[src/rtl/guess_pkg.sv]
// Shared types and helpers for the automatic guess-game opponent.
package guess_pkg;

   localparam int NLIGHTS = 4;

   typedef enum logic [1:0] {
      IDLE    = 2'd0,
      ARMED   = 2'd1,
      PRESS   = 2'd2,
      RELEASE = 2'd3
   } player_state_t;

   // Neighbouring button, used to lose on purpose.
   function automatic logic [NLIGHTS-1:0] rotl1(input logic [NLIGHTS-1:0] v);
      return {v[NLIGHTS-2:0], v[NLIGHTS-1]};
   endfunction

endpackage

[src/rtl/sat_counter.sv]
// Synchronous-reset incrementer that sticks at its all-ones value.
module sat_counter #(
   parameter int unsigned W = 8
) (
   input  logic         clk,
   input  logic         reset,
   input  logic         inc,
   output logic [W-1:0] q
);

   always_ff @(posedge clk) begin
      if (reset)
         q <= '0;
      else if (inc && (q != {W{1'b1}}))
         q <= q + W'(1);
   end

endmodule

[src/rtl/guess_player.sv]
// Automatic opponent: watches the game lights, presses a button after a
// reaction delay, and keeps score of the game's win/lose results.
module guess_player
   import guess_pkg::*;
#(
   parameter int unsigned DELAY   = 3,
   parameter int unsigned HOLD    = 2,
   parameter int unsigned SCORE_W = 8
) (
   input  logic               clk,
   input  logic               reset,
   input  logic               en,
   input  logic               miss,
   input  logic [3:0]         y,
   input  logic               win,
   input  logic               lose,
   output logic [3:0]         b,
   output logic [SCORE_W-1:0] wins,
   output logic [SCORE_W-1:0] losses,
   output logic               busy,
   output logic               err
);

   localparam int unsigned CW = 8;

   player_state_t state, state_n;
   logic [3:0]    tgt, tgt_n, last, last_n, b_n;
   logic [CW-1:0] dcnt, dcnt_n, hcnt, hcnt_n;
   logic          busy_n;
   logic          win_q, lose_q;
   logic          y_ok, both, win_rise, lose_rise, result_rise;

   assign y_ok        = $onehot(y);
   assign both        = win & lose;
   assign win_rise    = win & ~win_q;
   assign lose_rise   = lose & ~lose_q;
   assign result_rise = win_rise | lose_rise;

   // State, counters, button drive and result edge history.
   always_ff @(posedge clk) begin
      if (reset) begin
         state  <= IDLE;
         tgt    <= '0;
         last   <= '0;
         dcnt   <= '0;
         hcnt   <= '0;
         b      <= '0;
         busy   <= 1'b0;
         err    <= 1'b0;
         win_q  <= 1'b0;
         lose_q <= 1'b0;
      end else begin
         state  <= state_n;
         tgt    <= tgt_n;
         last   <= last_n;
         dcnt   <= dcnt_n;
         hcnt   <= hcnt_n;
         b      <= b_n;
         busy   <= busy_n;
         err    <= err | both;
         win_q  <= win;
         lose_q <= lose;
      end
   end

   // Next-state and next-output decode.
   always_comb begin
      state_n = state;
      tgt_n   = tgt;
      dcnt_n  = dcnt;
      hcnt_n  = hcnt;
      b_n     = b;
      last_n  = (y == 4'd0) ? 4'd0 : last;
      case (state)
         IDLE: begin
            b_n = '0;
            if (en && y_ok && (y != last)) begin
               tgt_n   = y;
               dcnt_n  = '0;
               state_n = ARMED;
            end
         end
         ARMED: begin
            b_n = '0;
            if (!y_ok || !en || result_rise) begin
               state_n = IDLE;
            end else if (y != tgt) begin
               tgt_n  = y;
               dcnt_n = '0;
            end else if (dcnt == CW'(DELAY - 1)) begin
               state_n = PRESS;
               b_n     = miss ? rotl1(tgt) : tgt;
               hcnt_n  = '0;
               last_n  = tgt;
            end else begin
               dcnt_n = dcnt + CW'(1);
            end
         end
         PRESS: begin
            if (win || lose || (hcnt == CW'(HOLD - 1))) begin
               state_n = RELEASE;
               b_n     = '0;
            end else begin
               hcnt_n = hcnt + CW'(1);
            end
         end
         RELEASE: begin
            b_n = '0;
            // Wait for the light to move so the same target is not re-pressed.
            if (!win && !lose && (y != tgt))
               state_n = IDLE;
         end
         default: begin
            state_n = IDLE;
            b_n     = '0;
         end
      endcase
      busy_n = (state_n != IDLE);
   end

   sat_counter #(.W(SCORE_W)) u_wins (
      .clk   (clk),
      .reset (reset),
      .inc   (win_rise & ~both),
      .q     (wins)
   );

   sat_counter #(.W(SCORE_W)) u_losses (
      .clk   (clk),
      .reset (reset),
      .inc   (lose_rise & ~both),
      .q     (losses)
   );

endmodule

[config.mk]
export PLATFORM = sky130hd
export DESIGN_NAME = guess_player
export DESIGN_NICKNAME = d
export VERILOG_FILES = /design/src/rtl/guess_pkg.sv /design/src/rtl/sat_counter.sv /design/src/rtl/guess_player.sv
export SDC_FILE = /design/constraint.sdc
export NUM_CORES = 1
export LEC_CHECK = 0
export BUFFER_PORTS_ARGS = -buffer_cell sky130_fd_sc_hd__buf_2
export CORE_MARGIN = 2
export CORE_UTILIZATION = 33
export DETAILED_ROUTE_END_ITERATION = 8
export REMOVE_ABC_BUFFERS = 1
export SETUP_SLACK_MARGIN = 0.02
export SYNTH_ARGS = -nofsm -noshare
export SYNTH_HDL_FRONTEND = slang
export SYNTH_HIERARCHICAL = 1
export SYNTH_SLANG_ARGS = --single-unit
[constraint.sdc]
create_clock -name clk -period 3.95 [get_ports clk]
set_clock_uncertainty 0.05 [all_clocks]
set_input_delay 0.395 -clock clk [delete_from_list [all_inputs] [get_ports clk]]
set_output_delay 0.395 -clock clk [all_outputs]
set_load 0.02 [all_outputs]
# [Yosys cells after proc, flatten, opt, wreduce, memory -nomap -nowiden]
# Cells that the tools add are included.
[word_totals] register_bits=50 latchBits=0 ram_bits=0 mem_bits_ro=0 input_bits=10 elab_cells=102 n_memories=0
[classes] add_sub_neg=7 mul=0 div=0 magnitude_cmp=0 eq_ne=18 n_shift=0 n_mux=32 bitwise_logic=10 n_reduce_logical=23
[ops] op="$mux W8" n=8
[ops] op="$mux W4" n=13
[ops] op="$add A8 B1 Y8 const B" n=4
[ops] op="$pmux W8 S2" n=2
[ops] op="$ne A8 B8 Y1 const B" n=2
[ops] op="$ne A2 B2 Y1 const B" n=7
[ops] op="$mux W2" n=6
[ops] op="$pmux W4 S3" n=1
[ops] op="$eq A8 B1 Y1 const B" n=1
[ops] op="$eq A8 B2 Y1 const B" n=1
[ops] op="$ne A4 B4 Y1" n=2
[ops] op="$pmux W2 S4" n=1
[ops] op="$pmux W4 S2" n=1
[ops] op="$reduce_and A4 Y1" n=2
[ops] op="$logic_and A1 B1 Y1" n=6
[ops] op="$reduce_bool A2 Y1" n=3
[ops] op="$and A1 B1 Y1" n=5
[ops] op="$reduce_and A5 Y1" n=1
[ops] op="$add A1 B1 Y2" n=2
[ops] op="$eq A2 B2 Y1 const B" n=2
[ops] op="$logic_not A1 Y1" n=4
[ops] op="$logic_not A4 Y1" n=1
[ops] op="$logic_or A1 B1 Y1" n=4
[ops] op="$add A2 B2 Y3" n=1
[ops] op="other kinds (7)" n=10

# [Logic depth before layout (Yosys ltp)]
# Gate-level depths: netlist of run 1.
[logic_depth] word_depth=9 ltp_mapped=11

# [Hierarchy]
# Netlist of run 1, hierarchy kept.
[by_module_without_submodules] module="guess_player" n_inst=1 cells_per_inst=216 area_per_inst_um2=1911.8 seq_area_each_um2=680.7
[by_module_without_submodules] module="sat_counter" n_inst=2 cells_per_inst=46 area_per_inst_um2=430.4 seq_area_each_um2=160.2

# [Least setup slack after synthesis of run 1]
# OpenSTA, ideal clock, no wires.
[synth_path] path_type="input-to-reg" from="input port y[0]" to="register hcnt[6]" arrival_time_ns=2.746 t_required_ns=3.834 slack_ns=1.088 path_stages=10 cell_sequence="inv_1 > fa_1 > inv_1 > ha_1 > ha_1 > nand4bb_1 > nor3_1 > nor2_1 > or4_4 > a21oi_2"
[synth_via] elab_chain_cells=8
[synth_rtl] element="start, declared" line_no="guess_player.sv:14" text="input logic [3:0] y,"
[synth_rtl] element="$add A1 B1 Y2 (not written as such)" line_no="guess_player.sv:33" text="assign y_ok = $onehot(y);"
[synth_rtl] element="$add A2 B2 Y3 (not written as such)" line_no="guess_player.sv:33"
[synth_rtl] element="$eq A3 B1 Y1" line_no="guess_player.sv:33"
[synth_rtl] element="$logic_not A1 Y1" line_no="guess_player.sv:85" text="if (!y_ok || !en || result_rise) begin"
[synth_rtl] element="$logic_or A1 B1 Y1 (2 in series)" line_no="guess_player.sv:85"
[synth_rtl] element="$ne A2 B2 Y1 (no line)"
[synth_rtl] element="$reduce_and A5 Y1 (no line) *"
[synth_rtl] element="end signal, assigned" line_no="guess_player.sv:57" text="hcnt <= hcnt_n;"
[synth_rtl] element="end, declared" line_no="guess_player.sv:28" text="logic [CW-1:0] dcnt, dcnt_n, hcnt, hcnt_n;"
# Mark *: on every way between the ends. The rest lies on a longest branch, timed or not.
# A chain may end at the register's enable or synchronous reset.

# [Worst setup path after layout of run 1]
# Ends and elaborated chain as after synthesis.

==> impl_metrics.yaml, run 1 <==
global_route:
  grt_pass1_vias: 2142
  grt_max_degree: 37
  antenna_found_initial: 0
  grt_pass1_wl_um: 10070
  grt-ovfl-total: 0
  grt_usage: 0.1362
route:
  drt-total-wl_um: 5820
  vias: 2344
  drtIter0Drc: 79
  wl_per_cell_um: 13.14
  drcViolationCount: 0
  drt_pre_antenna_iters: 5
  viasPerCell: 5.291
  ant_nets: 0
clock_network:
  ctsHoldBuffers: 0
  cts_root_buf: "clkbuf_8"
  clk_latency_ns: 0.30
  cts_tree: "built"
  h-tree-depth: 2
  cts_setup_buffers: 0
  clk_pin_slew_ns: 0.09
  post_cts_resized: 0
  clkSinkCount: 50
  cts_made_buffers: 5
  clock_path_buffers: 2
synth:
  synth_top_family_by_area: "simple AND/OR/NAND/NOR gates"
  synthTopCellsByArea: "dfxtp_1, a21oi_1, ha_1"
  synth_edf_count: 0
  synth_top_area_cell: "dfxtp_1"
  synth-main-ff-cell: "dfxtp_1"
  synthSimpleGateAreaFrac: 0.2459
  synth.distinct_cells: 59
  yosysSeqAreaShare: 0.3610
  synth-compound-area-share: 0.2270
  netlist_instances: 308
  async_reset_ff_frac: 0
  ys_ff_latch: 50
  yosys.area.top_type_share: 0.3610
  syn_avg_cell_area_um2: 9.002
  synthXorXnorAreaFrac: 0.02527
  yosysWarnings: 6
  synthMuxAreaShare: 0.05596
  synth_area_um2: 2773
  yosys.area_share.adder: 0.04783
power_and_ir_drop:
  peakVddDrop_mv: 0.1769
  leakage_uw: 0.001125
  power.density_nw_per_um2: 302.7
floorplan:
  die_w_um: 95.66
  fp.dieH_um: 95.66
  core.rowCount: 33
  core_area_um2: 8175
  io_pins: 32
  initial_utilization: 0.3391
  dieArea_um2: 9151
placement:
  gp_congestion: 0.8207
  hpwl_um: 4316
  io_buffers: 31
  post-place-cells: 435
setup_path:
  ff2ff_setup_slack_ns: 1.66
  r2r-end: "hcnt[6]"
  r2r-start: "hcnt[1]"
  startpoint_type: "input pin"
  end_kind: "flip-flop"
  r2r_cells: 7
  cp.required_ns: 4.14
  crit_fanout: 8
  cp-startpoint: "y[0]"
  critPathKind: "input pin to flip-flop"
  arrival_ns: 3.18
  endpoint: "hcnt[6]"
worst_hold_path:
  hp-class: "input pin to flip-flop"
layout:
  diodes: 0
  final_cells: 443
  area_growth_pct: 11.42
  nNetsFinal: 357
  drive_gt1_frac: 0.1953
timing:
  fin_crit_sh: 0.7574
  tns_ns: 0
  worst_slew_pin_slew_ns: 0.7879
  relSlewSlack: 0.4747
  rsz0062_at_grt: "false"
  setup_viol: 0
  hold_viol_final: 0
  max_freq_mhz: 334.3
  slew_viol_final: 0
  fin_crit_ns: 2.992
job:
  drv_cap: 0
outcome:
  outcome: "completed"
[cell type report]
| cell class | count | area [um^2] |
|---|---|---|
| clock inverters | 2 | 12.51 |
| fillers | 853 | 5086 |
| flip-flops and latches | 50 | 1001 |
| inverters | 10 | 37.54 |
| clock buffers | 6 | 82.58 |
| repair buffers | 31 | 155.1 |
| multi-input cells | 239 | 1669 |
| well taps | 105 | 131.4 |
[where the power goes]
group | leakage (uW) | internal, uW | total [uW] | switching, uW
Combinational | 0.000673 | 38.9 | 101 | 61.8
Clock | 0.0000472 | 141 | 312 | 171
Sequential | 0.000404 | 512 | 523 | 10.4
Total | 0.00112 | 692 | 935 | 243
[stage by stage]
step	utilization	setup WS, ns	hold slack, ns	cell area [um^2]	total power (uW)
after global routing	0.3779	0.7539	0.3519	3089	980.3
after CTS	0.3779	0.9800	0.3277	3089	950.0
after detailed placement	0.3662	0.6897	0.4144	2994	635.8
after floorplan	-	1.088	0.3926	2708	600.1
final	0.3779	0.9582	0.3308	3089	935.1
after global placement	0.3662	0.7874	0.3978	2994	634.0
[cells by family (layout without fill, tap and decap cells)]
kind of cell | after synthesis | count (layout)
DFF | 50 | 50
adders and majority gates | 10 | 10
buffers and inverters | 19 | 49
xor gates and xnor gates | 8 | 8
and+or+nand+nor | 120 | 120
muxes | 14 | 14
AOI/OAI and AO/OA | 87 | 87
[worst min-delay path by stage]
| stage | startpoint | to | slack, ns | cells after the start |
|---|---|---|---|---|
| global route | y[0] | tgt[0] | 0.35 | 3 |
| finish | y[0] | tgt[0] | 0.33 | 3 |
| CTS | y[0] | tgt[0] | 0.33 | 3 |
| detailed placement | err | err | 0.41 | 2 |
| global placement | err | err | 0.40 | 2 |
| floorplan | dcnt[7] | dcnt[7] | 0.39 | 1 |
[critical path, stage by stage]
cell       delay (ns)
buf_2            0.13
inv_1            0.08
fa_1             0.54
inv_1            0.04
ha_1             0.17
ha_1             0.26
nand4bb_1        0.26
nor3_1           0.39
nor2_1           0.22
or4_4            0.55
a21oi_2          0.13
[cell usage in the layout (no fill, tap or decap), types with 3 or more instances in the layout]
cell type	n
nor2b_1	6
nand2_1	29
o211ai_1	5
a211oi_1	7
nand4_1	8
mux2_2	4
inv_1	10
a21oi_1	25
a22oi_1	4
clkbuf_8	6
nor3_1	14
nor2_1	14
and3_1	3
nand2b_1	3
o21ai_0	12
o31ai_1	6
nand3_1	16
buf_2	31
o21bai_1	4
mux2i_1	8
xnor2_1	8
dfxtp_1	50
and4_1	6
ha_1	9
a311oi_1	3
o21a_1	3
[routing by layer]
metal | routed length (um) | track usage
met5 | 0 | 0
met4 | 104 | 0.05119
met3 | 154 | 0.01818
met2 | 2616 | 0.2156
met1 | 2945 | 0.1879
[registers in the layout, summed over array words and instances (netlist names)]
name	count
u_losses/q	8
last	4
busy	1
win_q	1
err	1
hcnt	8
dcnt	8
tgt	4
state	2
lose_q	1
b	4
u_wins/q	8
[Yosys cell counts, drive strengths merged, types with 5 or more instances]
cell type and n:
o211ai 5, ha 9, nor2 14, a211oi 7, buf 6, a21oi 26
xnor2 8, mux2 6, nand2 29, inv 10, and4 6, mux2i 8
o31ai 6, nor2b 6, o21ai 14, and3 7, nand3 16, nor3 15
dfxtp 50, nand4 8
No activity file was read; power rests on OpenSTA's default activity.
==> run 2: changes to the inputs <==
--- a/config.mk
+++ b/config.mk
@@ -5,6 +5,7 @@
 export SDC_FILE = /design/constraint.sdc
 export NUM_CORES = 1
 export LEC_CHECK = 0
+export ABC_AREA = 1
 export BUFFER_PORTS_ARGS = -buffer_cell sky130_fd_sc_hd__buf_2
 export CORE_MARGIN = 2
 export CORE_UTILIZATION = 33
==> constraint.sdc (replaced) <==
create_clock -name clk -period 3 [get_ports clk]
set_clock_uncertainty 0.05 [all_clocks]
set_input_delay 0.3 -clock clk [delete_from_list [all_inputs] [get_ports clk]]
set_output_delay 0.3 -clock clk [all_outputs]
set_load 0.02 [all_outputs]
==> impl_metrics.yaml, run 2 <==
power_and_ir_drop:
  sw_frac_of_total: 0.3024
  pwr-share-comb: 0.166
  seq_power_share: 0.534
  leakage_uw: 0.001517
  p_switching_uw: 393.0
  power.density_nw_per_um2: 362.9
  intPower_uw: 906.4
  pwr-share-clk: 0.299
  peakVddDrop_mv: 0.1687
route:
  drcViolationCount: 0
  wl_per_cell_um: 10.72
  drt_pre_antenna_iters: 4
  drtIter0Drc: 111
  viasPerCell: 4.611
  vias: 2942
  drt-total-wl_um: 6842
  ant_nets: 0
synth:
  async_reset_ff_frac: 0
  yosysSeqAreaShare: 0.3120
  synthTopCellsByArea: "dfxtp_1, nand2_1, nor2_1"
  synth.distinct_cells: 39
  synth_commonest_cells: "nand2_1, nor2_1, dfxtp_1"
  netlist_instances: 475
  ys_ff_latch: 50
  yosysWarnings: 6
  synth_edf_count: 0
  yosys.area.top_type_share: 0.3120
  synth-main-ff-cell: "dfxtp_1"
  syn_avg_cell_area_um2: 6.754
  yosysMostFrequentCell: "nand2_1"
  synth_top_area_cell: "dfxtp_1"
  synth_area_um2: 3208
clock_network:
  cts_tree: "built"
  cts_setup_buffers: 0
  clk_pin_slew_ns: 0.10
  h-tree-depth: 2
  post_cts_resized: 0
  cts_root_buf: "clkbuf_8"
  cts_made_buffers: 5
  ctsHoldBuffers: 0
  clkSinkCount: 50
  clk_latency_ns: 0.31
  clock_path_buffers: 2
timing:
  relSlewSlack: 0.7356
  slew_viol_final: 0
  rsz0062_at_grt: "false"
  tns_ns: 0
  setup_viol: 0
  worst_slew_pin_slew_ns: 0.3930
  fin_crit_ns: 2.566
  setup_slack_ns: 0.4343
  fin_crit_sh: 0.8552
  hold_viol_final: 0
  max_freq_mhz: 389.8
setup_path:
  critPathSlowestCell: "fa_1"
  end_kind: "flip-flop"
  arrival_ns: 2.76
  startpoint_type: "input pin"
  cp_slowest_stage_delay_ns: 0.54
  cp.required_ns: 3.20
  critPathKind: "input pin to flip-flop"
  crit_family: "simple AND/OR/NAND/NOR gates"
  crit_path_cell_trace: "buf_2, inv_1, fa_1, inv_1, ha_1, ha_1, nor2_1, nand3_2, nor2_8, nor2_8, inv_6, nand2_2, nor2_2, nand2_1, a21oi_2"
  crit_fanout: 9
  path_buf_inv: 4
placement:
  place_ws_ns: 0.1512
  post-place-cells: 631
  io_buffers: 31
  hpwl_um: 5238
  gp_congestion: 0.9110
global_route:
  grt_max_degree: 19
  grt_usage: 0.1397
  grt_pass1_vias: 2739
  grt-ovfl-total: 0
  antenna_found_initial: 0
  grt_pass1_wl_um: 11920
worst_hold_path:
  hp-class: "input pin to flip-flop"
layout:
  post-route-util: 0.3839
  layout_common_cells: "nand2_1, nor2_1, dfxtp_1"
  final_cells: 638
  final_common_cell: "nand2_1"
  diodes: 0
  drive_gt1_frac: 0.2318
  area_growth_pct: 11.62
  nNetsFinal: 529
floorplan:
  fp.dieH_um: 102.6
  dieArea_um2: 10530
  io_pins: 32
  core_area_um2: 9328
  core.rowCount: 35
  initial_utilization: 0.3439
  die_w_um: 102.6
job:
  drv_cap: 0
outcome:
  outcome: "completed"
## run 2: per-layer routing
layer	wire length, um	vias up	GRT usage
li1	-	1570	-
met1	3482	1313	0.1802
met2	2990	51	0.2328
met3	270	8	0.03186
met4	98	0	0.04205
met5	0	-	0
## run 2: logic make-up after synthesis
group                    after synthesis  share of synthesized area
adder cells (fa/ha/maj)               10                    0.04134
XOR/XNOR                               3                   0.008192
AND/OR/NAND/NOR                      280                     0.4267
flip-flops                            50                     0.3120
AO/OA/AOI/OAI                         60                     0.1178
buffers and inverters                 72                    0.09399
## run 2: final cells by class
cell class,count,area [um^2]
clock buffer,5,68.82
clock inverter,2,15.01
fill,977,5747
inverter,65,251.5
multi-input combinational,353,1906
sequential,50,1001
tap,129,161.4
timing repair buffer,34,177.7
## run 2: worst register-to-register path, cell delays in order (launching register included)
cell     delay [ns]
dfxtp_1        0.45
inv_1          0.07
ha_1           0.22
nand2_1        0.07
nor2_1         0.08
nand4_4        0.13
nand2_2        0.08
nor2_2         0.32
nand2_1        0.12
a21oi_2        0.16
## run 2: final timing paths
check,to,from,slack (ns),cells after the start
max,dcnt[2],y[0],0.43,15
min,win_q,win,0.18,3
max reg2reg,dcnt[2],dcnt[0],1.19,9
min reg2reg,u_wins/q[6],u_wins/q[6],0.43,2
## run 2: through the flow
stage | power, uW | hold slack, ns | area (um^2)
2_1_floorplan | 865.4 | 0.3124 | 3158
3_3_place_gp | 925.3 | 0.3941 | 3497
3_5_place_dp | 927.2 | 0.4065 | 3497
4_1_cts | 1323 | 0.1688 | 3581
5_1_grt | 1377 | 0.1761 | 3581
6_report | 1299 | 0.1838 | 3581
## run 2: power by group through the flow
stage                     clock network [uW]  registers [uW]  logic (uW)
after floorplan                            0             713         152
after global placement                     0             710         216
after detailed placement                   0             710         217
after CTS                                410             694         218
after global routing                     440             697         240
final                                    389             694         216
